### src/rtl/neural_stage_feeder.sv
// Double-buffered vector feeder for neural_stage: collects N-word vectors, replays them
// word by word with first/tap_index, and presents each vector's bias LATENCY cycles after its first.
module neural_stage_feeder #(
  parameter int unsigned N       = 16,
  parameter int unsigned DW      = 32,
  parameter int unsigned LATENCY = 18
) (
  input  logic                 clk,
  input  logic                 reset,
  input  logic                 in_valid,
  output logic                 in_ready,
  input  logic [DW-1:0]        in_data,
  input  logic [DW-1:0]        in_bias,
  output logic                 stage_valid,
  output logic                 first,
  output logic [DW-1:0]        stage_data,
  output logic [$clog2(N)-1:0] tap_index,
  output logic [DW-1:0]        stage_bias,
  output logic                 bias_valid
);

  localparam int unsigned TW = $clog2(N);
  localparam logic [TW-1:0] LAST = TW'(N - 1);

  typedef enum logic {
    IDLE = 1'b0,
    RUN  = 1'b1
  } state_t;

  logic [DW-1:0] mem [2][N];
  logic [DW-1:0] bank_bias [2];
  logic [1:0]    full, full_nxt;
  logic          wr_bank, rd_bank, rd_bank_nxt, other_bank;
  logic [TW-1:0] wr_cnt;
  logic          wr_fire, wr_done, rd_free;
  state_t        state, state_nxt;
  logic          load, rd_sel, first_nxt;
  logic [TW-1:0] rd_addr;
  logic [DW-1:0] data_nxt, cur_bias, cur_bias_nxt;
  logic [DW:0]   dly [LATENCY];
  logic [TW-1:0] hold_cnt;

  assign in_ready   = !full[wr_bank];
  assign wr_fire    = in_valid && in_ready;
  assign wr_done    = wr_fire && (wr_cnt == LAST);
  assign other_bank = ~rd_bank;

  // Bank storage; only ever written while the target bank is not full
  always_ff @(posedge clk) begin
    if (wr_fire) begin
      mem[wr_bank][wr_cnt] <= in_data;
      if (wr_cnt == '0) bank_bias[wr_bank] <= in_bias;
    end
  end

  always_ff @(posedge clk) begin
    if (reset) begin
      wr_cnt  <= '0;
      wr_bank <= 1'b0;
    end else if (wr_fire) begin
      wr_cnt <= wr_cnt + 1'b1;
      if (wr_done) wr_bank <= ~wr_bank;
    end
  end

  // Writer and reader never complete on the same bank in one cycle
  always_comb begin
    full_nxt = full;
    if (wr_done) full_nxt[wr_bank] = 1'b1;
    if (rd_free) full_nxt[rd_bank] = 1'b0;
  end

  // Read FSM: computes the next registered output word
  always_comb begin
    state_nxt    = state;
    rd_bank_nxt  = rd_bank;
    rd_free      = 1'b0;
    load         = 1'b0;
    rd_sel       = rd_bank;
    rd_addr      = '0;
    first_nxt    = 1'b0;
    cur_bias_nxt = cur_bias;
    case (state)
      IDLE: begin
        if (full[rd_bank]) begin
          state_nxt    = RUN;
          load         = 1'b1;
          first_nxt    = 1'b1;
          cur_bias_nxt = bank_bias[rd_bank];
        end
      end
      RUN: begin
        if (tap_index == LAST) begin
          rd_free     = 1'b1;
          rd_bank_nxt = other_bank;
          // A bank completing this very cycle still chains without a gap
          if (full[other_bank] || (wr_done && (wr_bank == other_bank))) begin
            load         = 1'b1;
            rd_sel       = other_bank;
            first_nxt    = 1'b1;
            cur_bias_nxt = bank_bias[other_bank];
          end else begin
            state_nxt = IDLE;
          end
        end else begin
          load    = 1'b1;
          rd_addr = tap_index + 1'b1;
        end
      end
      default: state_nxt = IDLE;
    endcase
    data_nxt = load ? mem[rd_sel][rd_addr] : '0;
  end

  always_ff @(posedge clk) begin
    if (reset) begin
      state       <= IDLE;
      rd_bank     <= 1'b0;
      full        <= '0;
      stage_valid <= 1'b0;
      first       <= 1'b0;
      stage_data  <= '0;
      tap_index   <= '0;
      cur_bias    <= '0;
    end else begin
      state       <= state_nxt;
      rd_bank     <= rd_bank_nxt;
      full        <= full_nxt;
      stage_valid <= load;
      first       <= first_nxt;
      stage_data  <= data_nxt;
      tap_index   <= rd_addr;
      cur_bias    <= cur_bias_nxt;
    end
  end

  // Bias delay line fed from next-state values so stage_bias lands exactly LATENCY after first
  always_ff @(posedge clk) begin
    if (reset) begin
      for (int unsigned i = 0; i < LATENCY; i++) dly[i] <= '0;
      stage_bias <= '0;
      bias_valid <= 1'b0;
      hold_cnt   <= '0;
    end else begin
      dly[0] <= {first_nxt, cur_bias_nxt};
      for (int unsigned i = 1; i < LATENCY; i++) dly[i] <= dly[i-1];
      if (dly[LATENCY-1][DW]) begin
        stage_bias <= dly[LATENCY-1][DW-1:0];
        bias_valid <= 1'b1;
        hold_cnt   <= '0;
      end else if (bias_valid) begin
        if (hold_cnt == LAST) bias_valid <= 1'b0;
        else                  hold_cnt   <= hold_cnt + 1'b1;
      end
    end
  end

endmodule
### config.mk
export PLATFORM = sky130hd
export DESIGN_NAME = neural_stage_feeder
export DESIGN_NICKNAME = d
export VERILOG_FILES = /design/src/rtl/neural_stage_feeder.sv
export SDC_FILE = /design/constraint.sdc
export NUM_CORES = 2
export LEC_CHECK = 0
export BUFFER_PORTS_ARGS = -buffer_cell sky130_fd_sc_hd__buf_4
export CAP_MARGIN = 20
export CORE_ASPECT_RATIO = 0.5
export CORE_MARGIN = 5
export CORE_UTILIZATION = 55
export CTS_BUF_LIST = sky130_fd_sc_hd__clkbuf_2
export DETAILED_ROUTE_END_ITERATION = 6
export PLACE_DENSITY = 0.72
export SYNTH_ARGS = -nofsm -noshare
export SYNTH_HDL_FRONTEND = slang
export SYNTH_SLANG_ARGS = --single-unit
### constraint.sdc
create_clock -name clk -period 9.1 [get_ports clk]
set_input_delay 0.455 -clock clk [delete_from_list [all_inputs] [get_ports clk]]
set_output_delay 0.455 -clock clk [all_outputs]
set_load 0.02 [all_outputs]
Word-level counts from Yosys, hierarchy flattened

Memory sizes are Yosys's and may differ from the RTL's. A register that Yosys moved wholly into a read port is not among the register bits.
Cells that the tools add are included.

Order comparisons: 8
Reductions and logical operators: 14
Bitwise operators: 28
Mux-type cells: 65
$add $sub $neg: 3
Equal/unequal tests: 4

Operators by type and width:

| cell                                                        | count |
|---|---|
| 2-to-1 mux 33 bit                                           | 18 |
| 2-to-1 mux 512 bit                                          | 1 |
| 2-to-1 mux 32 bit                                           | 6 |
| binary-select mux 32 bit (select 4 bit)                     | 1 |
| demux 32 bit (select 4 bit)                                 | 1 |
| case mux 32 bit (2 select lines)                            | 1 |
| 2-to-1 mux 1 bit                                            | 29 |
| bitwise OR 1 bit                                            | 18 |
| adder 4 x 1 -> 4 bit (second input constant)                | 3 |
| == test 4 bit (second input constant)                       | 3 |
| >= comparator 5 bit (second input constant)                 | 2 |
| inverter 4 -> 5 bit                                         | 2 |
| 2-to-1 mux 4 bit                                            | 2 |
| logical AND 1 bit                                           | 6 |
| less-than comparator 1 x 2 -> 1 bit (second input constant) | 3 |
| AND reduction 2 bit                                         | 3 |
| less-than comparator 5 x 1 -> 1 bit (second input constant) | 1 |
| inverter 1 bit                                              | 5 |
| logical NOT 4 bit                                           | 1 |
| 2-to-1 mux 2 bit                                            | 2 |
| case mux 1 bit (2 select lines)                             | 2 |
| OR reduction 2 bit                                          | 2 |
| AND 2 bit                                                   | 1 |
| demux 1 bit (select 1 bit)                                  | 2 |
| 6 further kinds                                             | 7 |

Logic and storage cells: 137
Bits of input ports: 67
RAM bits: 1,682
Register bits after elaboration: 115
Memories: 3
Output and inout port bits: 72

Memories:

| memory    | depth | bits a word | read ports | clocked after Yosys merged registers in | wr ports | RTL line | source |
|---|---|---|---|---|---|---|---|
| mem       | 2     | 512         | 1          | 0                                       | 1        | 30       | `logic [DW-1:0] mem [2][N];` |
| dly       | 18    | 33          | 18         | 0                                       | 18       | 40       | `logic [DW:0] dly [LATENCY];` |
| bank_bias | 2     | 32          | 2          | 1                                       | 1        | 31       | `logic [DW-1:0] bank_bias [2];` |

Longest topological paths before layout

An unclocked memory read counts as a cell.

Depth after elaboration: 14
Gate-level depth with buffers: 13
Gate-level depth less buffers: 7

Worst setup path after synthesis

No wires, ideal clock.

Path type: register to register
From: register wr_bank
To: memory bank_bias[0][0] (enable)
Cell stages (with the launch flop): 7
Required time: 8.614 ns
Buffers on the path: 2
Data arrival time: 4.316 ns
Path slack: 4.298 ns
Period minus slack after synthesis: 4.802 ns
Setup time: 0.486 ns
Cell sequence: dfxtp_1 buf_2 mux2i_1 and2_1 clkbuf_1 nand2_1 nor2_1

Longest elaborated chain between the ends: 6

Ends and longest elaborated chain:

| item                                                 | RTL line | source |
|---|---|---|
| start, declared                                      | 33       | `logic wr_bank, rd_bank, rd_bank_nxt, other_bank;` |
| start signal, assigned                               | 62       | `if (wr_done) wr_bank <= ~wr_bank;` |
| 2-to-1 mux 1 bit (not written as such) (2 in series) | 43       | `assign in_ready = !full[wr_bank];` |
| logical NOT 1 bit                                    | 43       |  |
| via in_ready                                         | 11       | `output logic in_ready,` |
| logical AND 1 bit                                    | 44       | `assign wr_fire = in_valid && in_ready;` |
| 2-to-1 mux 1 bit                                     | 50       | `if (wr_fire) begin` |
| 2-to-1 mux 1 bit (not written as such)               | 52       | `if (wr_cnt == '0) bank_bias[wr_bank] <= in_bias;` |
| end, declared                                        | 31       |  |

The timed path passes the listed nets, and every way through them passes these cells. The select of a mux whose other input is x is not followed.

Worst setup path after layout

From: register state
To: register stage_data[8]

Longest elaborated chain between the ends: 5
Elaborated cells on any way between the ends: 11
Classes of those cells: mux: 6; bitwise: 3; reduce/logical: 1; memory: 1

Ends and longest elaborated chain:

| item                                                             | RTL line | source |
|---|---|---|
| start, declared                                                  | 36       | `state_t state, state_nxt;` |
| start signal, assigned                                           | 126      | `state <= state_nxt;` |
| 2-to-1 mux 1 bit or 2-to-1 mux 4 bit (tied branches)             | 83       | `case (state)` |
| memory read (2 x 512 bit) or inverter 4 -> 5 bit (tied branches) | -        |  |
| binary-select mux 32 bit (select 4 bit)                          | 112      | `data_nxt = load ? mem[rd_sel][rd_addr] : '0;` |
| 2-to-1 mux 32 bit (not written as such) (2 in series)            | 112      |  |
| end signal, assigned                                             | 131      | `stage_data <= data_nxt;` |
| end, declared                                                    | 16       | `output logic [DW-1:0] stage_data,` |

Several ways; a longest one is shown, not always the timed one. The select of a mux whose other input is x is not followed.
A chain may end at the register's enable or synchronous reset.

==> metrics.md <==
| Metric | Value |
|---|---|
| Largest net degree at the start of global routing | 233 |
| H-tree depth | 5 |
| Die area | 0.1159 mm2 |
| Post-CTS Setup Bufs | 0 |
| Dominant cells by area after synthesis | edfxtp_1, dfxtp_1, nor2b_1 |
| Setup TNS | 0 ps |
| Yosys warning total | 0 |
| Total CTS buffers | 381 |
| Top FF cell, synth | edfxtp_1 |
| Critical setup path kind | reg2reg |
| Area of the multi-input gates | 0.01289 mm2 |
| Height of the die | 243.3 um |
| GR peak layer | met2 |
| Layout cells sized above 1 | 0.2149 |
| Fin crit period | 4752 ps |
| Hold path depth | 3 |
| Hold Buf Count CTS | 161 |
| Row count | 85 |
| Commonest non-fill, non-tap cells in the layout | edfxtp_1, dfxtp_1, clkbuf_2 |
| Crit share post-route | 0.5222 |
| RSZ-0062 raised after global routing | false |
| Routed Wire Length | 132600 um |
| CP Cell Sequence | nand4_1 -> nor2_1 -> a221o_4 -> nand2_1 -> buf_4 -> nor3_1 -> nor4_1 |
| Crit path DAT | 6190 ps |
| Yosys reg bits | 1765 |
| Cell depth of the worst flop-to-flop path | 7 |
| Simple-gate portion of the synthesized area | 0.09367 |
| Total of max-cap violations | 0 |
| Syn Inst Count | 3713 |
| XOR/XNOR Fraction of Synth Area | 0.001150 |
| Non-filler cells, final | 5920 |
| Initial Utilization | 0.5550 |
| Worst-path clk slew | 120 ps |
| Layout area overhead | 12.69% |
| Drt wl/cell | 22.39 um |
| Vias in the first global route | 33.42k |
| CP Max Fanout | 54 |
| Status | finished, violations left |
| Core ar. | 0.1078 mm2 |
| Met2 usage | 0.3483 |
| Via density per instance | 5.690 |
| Final Setup Violations | 0 |
| Via count | 33.68k |
| Placed cell area | 0.06247 mm2 |
| Ys async rst share | 0 |
| CP Launch Type | flip-flop |
| Slew margin rel. | 0.2372 |
| Failing checks | design-rule violations |
| PortBufs | 138 |
| Total gr overflow | 0 |
| Post-Syn Area per Cell | 16.12 um2 |
| Clk Latency, worst-skew pair | 1680 ps |
| TritonCTS clock tree | yes |
| Hold_ws | 225.1 ps |
| Largest stage delay, worst path | 940 ps |
| Yosys cell types | 59 |
| Number of nets in the layout | 4299 |
| Register area | 0.04623 mm2 |
| GP Congestion | 0.7646 |
| Final clock skew | 135.2 ps |
| Critical path's slowest cell | a221o_4 |
| Slew @ Worst Pin | 1140 ps |
| Clock tree sinks | 1765 |
| Io pins | 139 |
| Worst setup EP type | flip-flop |
| Max-slew violation count | 0 |
| Met1 Usage GRT | 0.3044 |
| Peak supply drop | 0.09537 mV |
| Most common cell after layout, fill and taps aside | edfxtp_1 |
| Antenna violations before repair | 6 |
| Complex-gate fraction of the synthesized area | 0.06116 |
| Synth top area share | 0.5458 |
| Net count after synthesis | 3786 |
| Post-DP HPWL | 62710 um |
| Largest family of logic cells by synthesized area | simple AND/OR/NAND/NOR gates |
| Endpoints failing hold | 0 |
| Iteration-0 DRC Markers | 4046 |
| GRT Resource Usage Total | 0.2252 |
| Largest area contributor in the netlist | edfxtp_1 |
| Post-route ant nets | 0 |
| Clk buf depth | 4 |
| Number of synthesized flops with an enable pin | 1088 |
| Adder-cell share of the synthesized area | 0.001254 |
| Hold Path Class | in2reg |
| Sequential fraction of the synthesis area | 0.7723 |
| Drt drc | 2 |
| GRT met3 Usage | 0.05932 |
| Fill count | 7852 |
| Post-Syn Area | 0.05985 mm2 |
| CP required | 10540 ps |
| Finished Cell Area | 0.06745 mm2 |
| Max Clock Freq | 0.2104 GHz |
| Placed Instances | 5112 |
| Root buf cell | clkbuf_2 |
| CTS resizes | 0 |
| Overall die width | 476.5 um |
| Pwr Density | 198.8 mW/mm2 |
| First-pass GRT wire length | 198600 um |
| Post-synthesis mux area share | 0.05201 |
| DR pass1 iterations | 7 |
| Leakage | 23.49 nW |
-- sequential cells by signal, indices dropped and copies added, names as in the netlist, named ones only --
name and flops:
bias_valid 1, stage_bias 32, stage_data 32, mem 1024, wr_bank 1, wr_cnt 4, dly 563, rd_bank 1
bank_bias 64, cur_bias 31, hold_cnt 4, full 2, state 1, tap_index 4
-- cell type report --
cell class,count,area share
repair buffers,367,0.04858
inverters,5,0.0002782
clock buffers,589,0.04370
diodes,8,0.0002968
flip-flops and latches,1765,0.6853
multi-input cells,1706,0.1910
clock inverters,45,0.004155
well taps,1435,0.02662
-- kinds of logic (layout without fill, tap and decap cells) --
kind of cell             after synthesis  in the layout
multiplexers                         227            227
buffers and inverters                242           1006
other                                  0              8
adder cells (fa/ha/maj)                6              6
XOR/XNOR                               7              7
AO/OA/AOI/OAI                        473            473
flip-flops                          1765           1765
AND/OR/NAND/NOR                      993            993
-- stage by stage --
stage	power (mW)	setup WS, ps	util
floorplan	8.782	4298	-
global placement	8.890	4699	0.5793
detailed placement	8.901	4514	0.5793
CTS	13.53	4435	0.6243
global route	14.02	4257	0.6254
finish	13.41	4348	0.6255
-- power by group --
| group | total [mW] | switching (mW) | internal [mW] |
|---|---|---|---|
| sequential | 8.52 | 0.0107 | 8.51 |
| clock | 4.63 | 2.84 | 1.79 |
| combinational | 0.261 | 0.176 | 0.0853 |
-- Yosys cell counts, types with 8 or more instances --
cell type / n
buf_1: 13
dfxtp_1: 677
nor3b_1: 34
a22o_1: 64
nand2_1: 145
buf_6: 8
mux2i_1: 131
a21oi_1: 39
mux4_2: 64
a22oi_1: 64
clkbuf_1: 162
nor2b_1: 564
o31ai_1: 32
nor4_1: 33
buf_2: 42
nor2_1: 85
mux2_2: 32
nand3_1: 69
a221oi_1: 128
o22ai_1: 97
nor3_1: 36
edfxtp_1: 1088
a221o_1: 33
-- worst max-delay path, delay by kind of cell (launching register included) --
family                 cells  cell delay [ps]
AO/OA/AOI/OAI              1              940
flip-flops                 1              900
AND/OR/NAND/NOR            5             2090
buffers and inverters      1              550
-- worst paths after layout --
check / startpoint / to / slack (ps)
setup / recovery: state$_SDFF_PP0_ / stage_data[8]$_SDFF_PP0_ / 4350
hold reg to reg: dly[0][259]$_SDFF_PP0_ / dly[0][292]$_SDFF_PP0_ / 400
hold / removal: in_bias[25] / bank_bias[1][25]$_DFFE_PP_ / 230
setup reg to reg: state$_SDFF_PP0_ / stage_data[8]$_SDFF_PP0_ / 4350
-- metal layers --
layer  routed length (um)  share of wire
met1                52190           0.39
met2                61460           0.46
met3                14620           0.11
met4                 4084          0.031
met5                  224         0.0017
(Power assumes the default switching activity.)
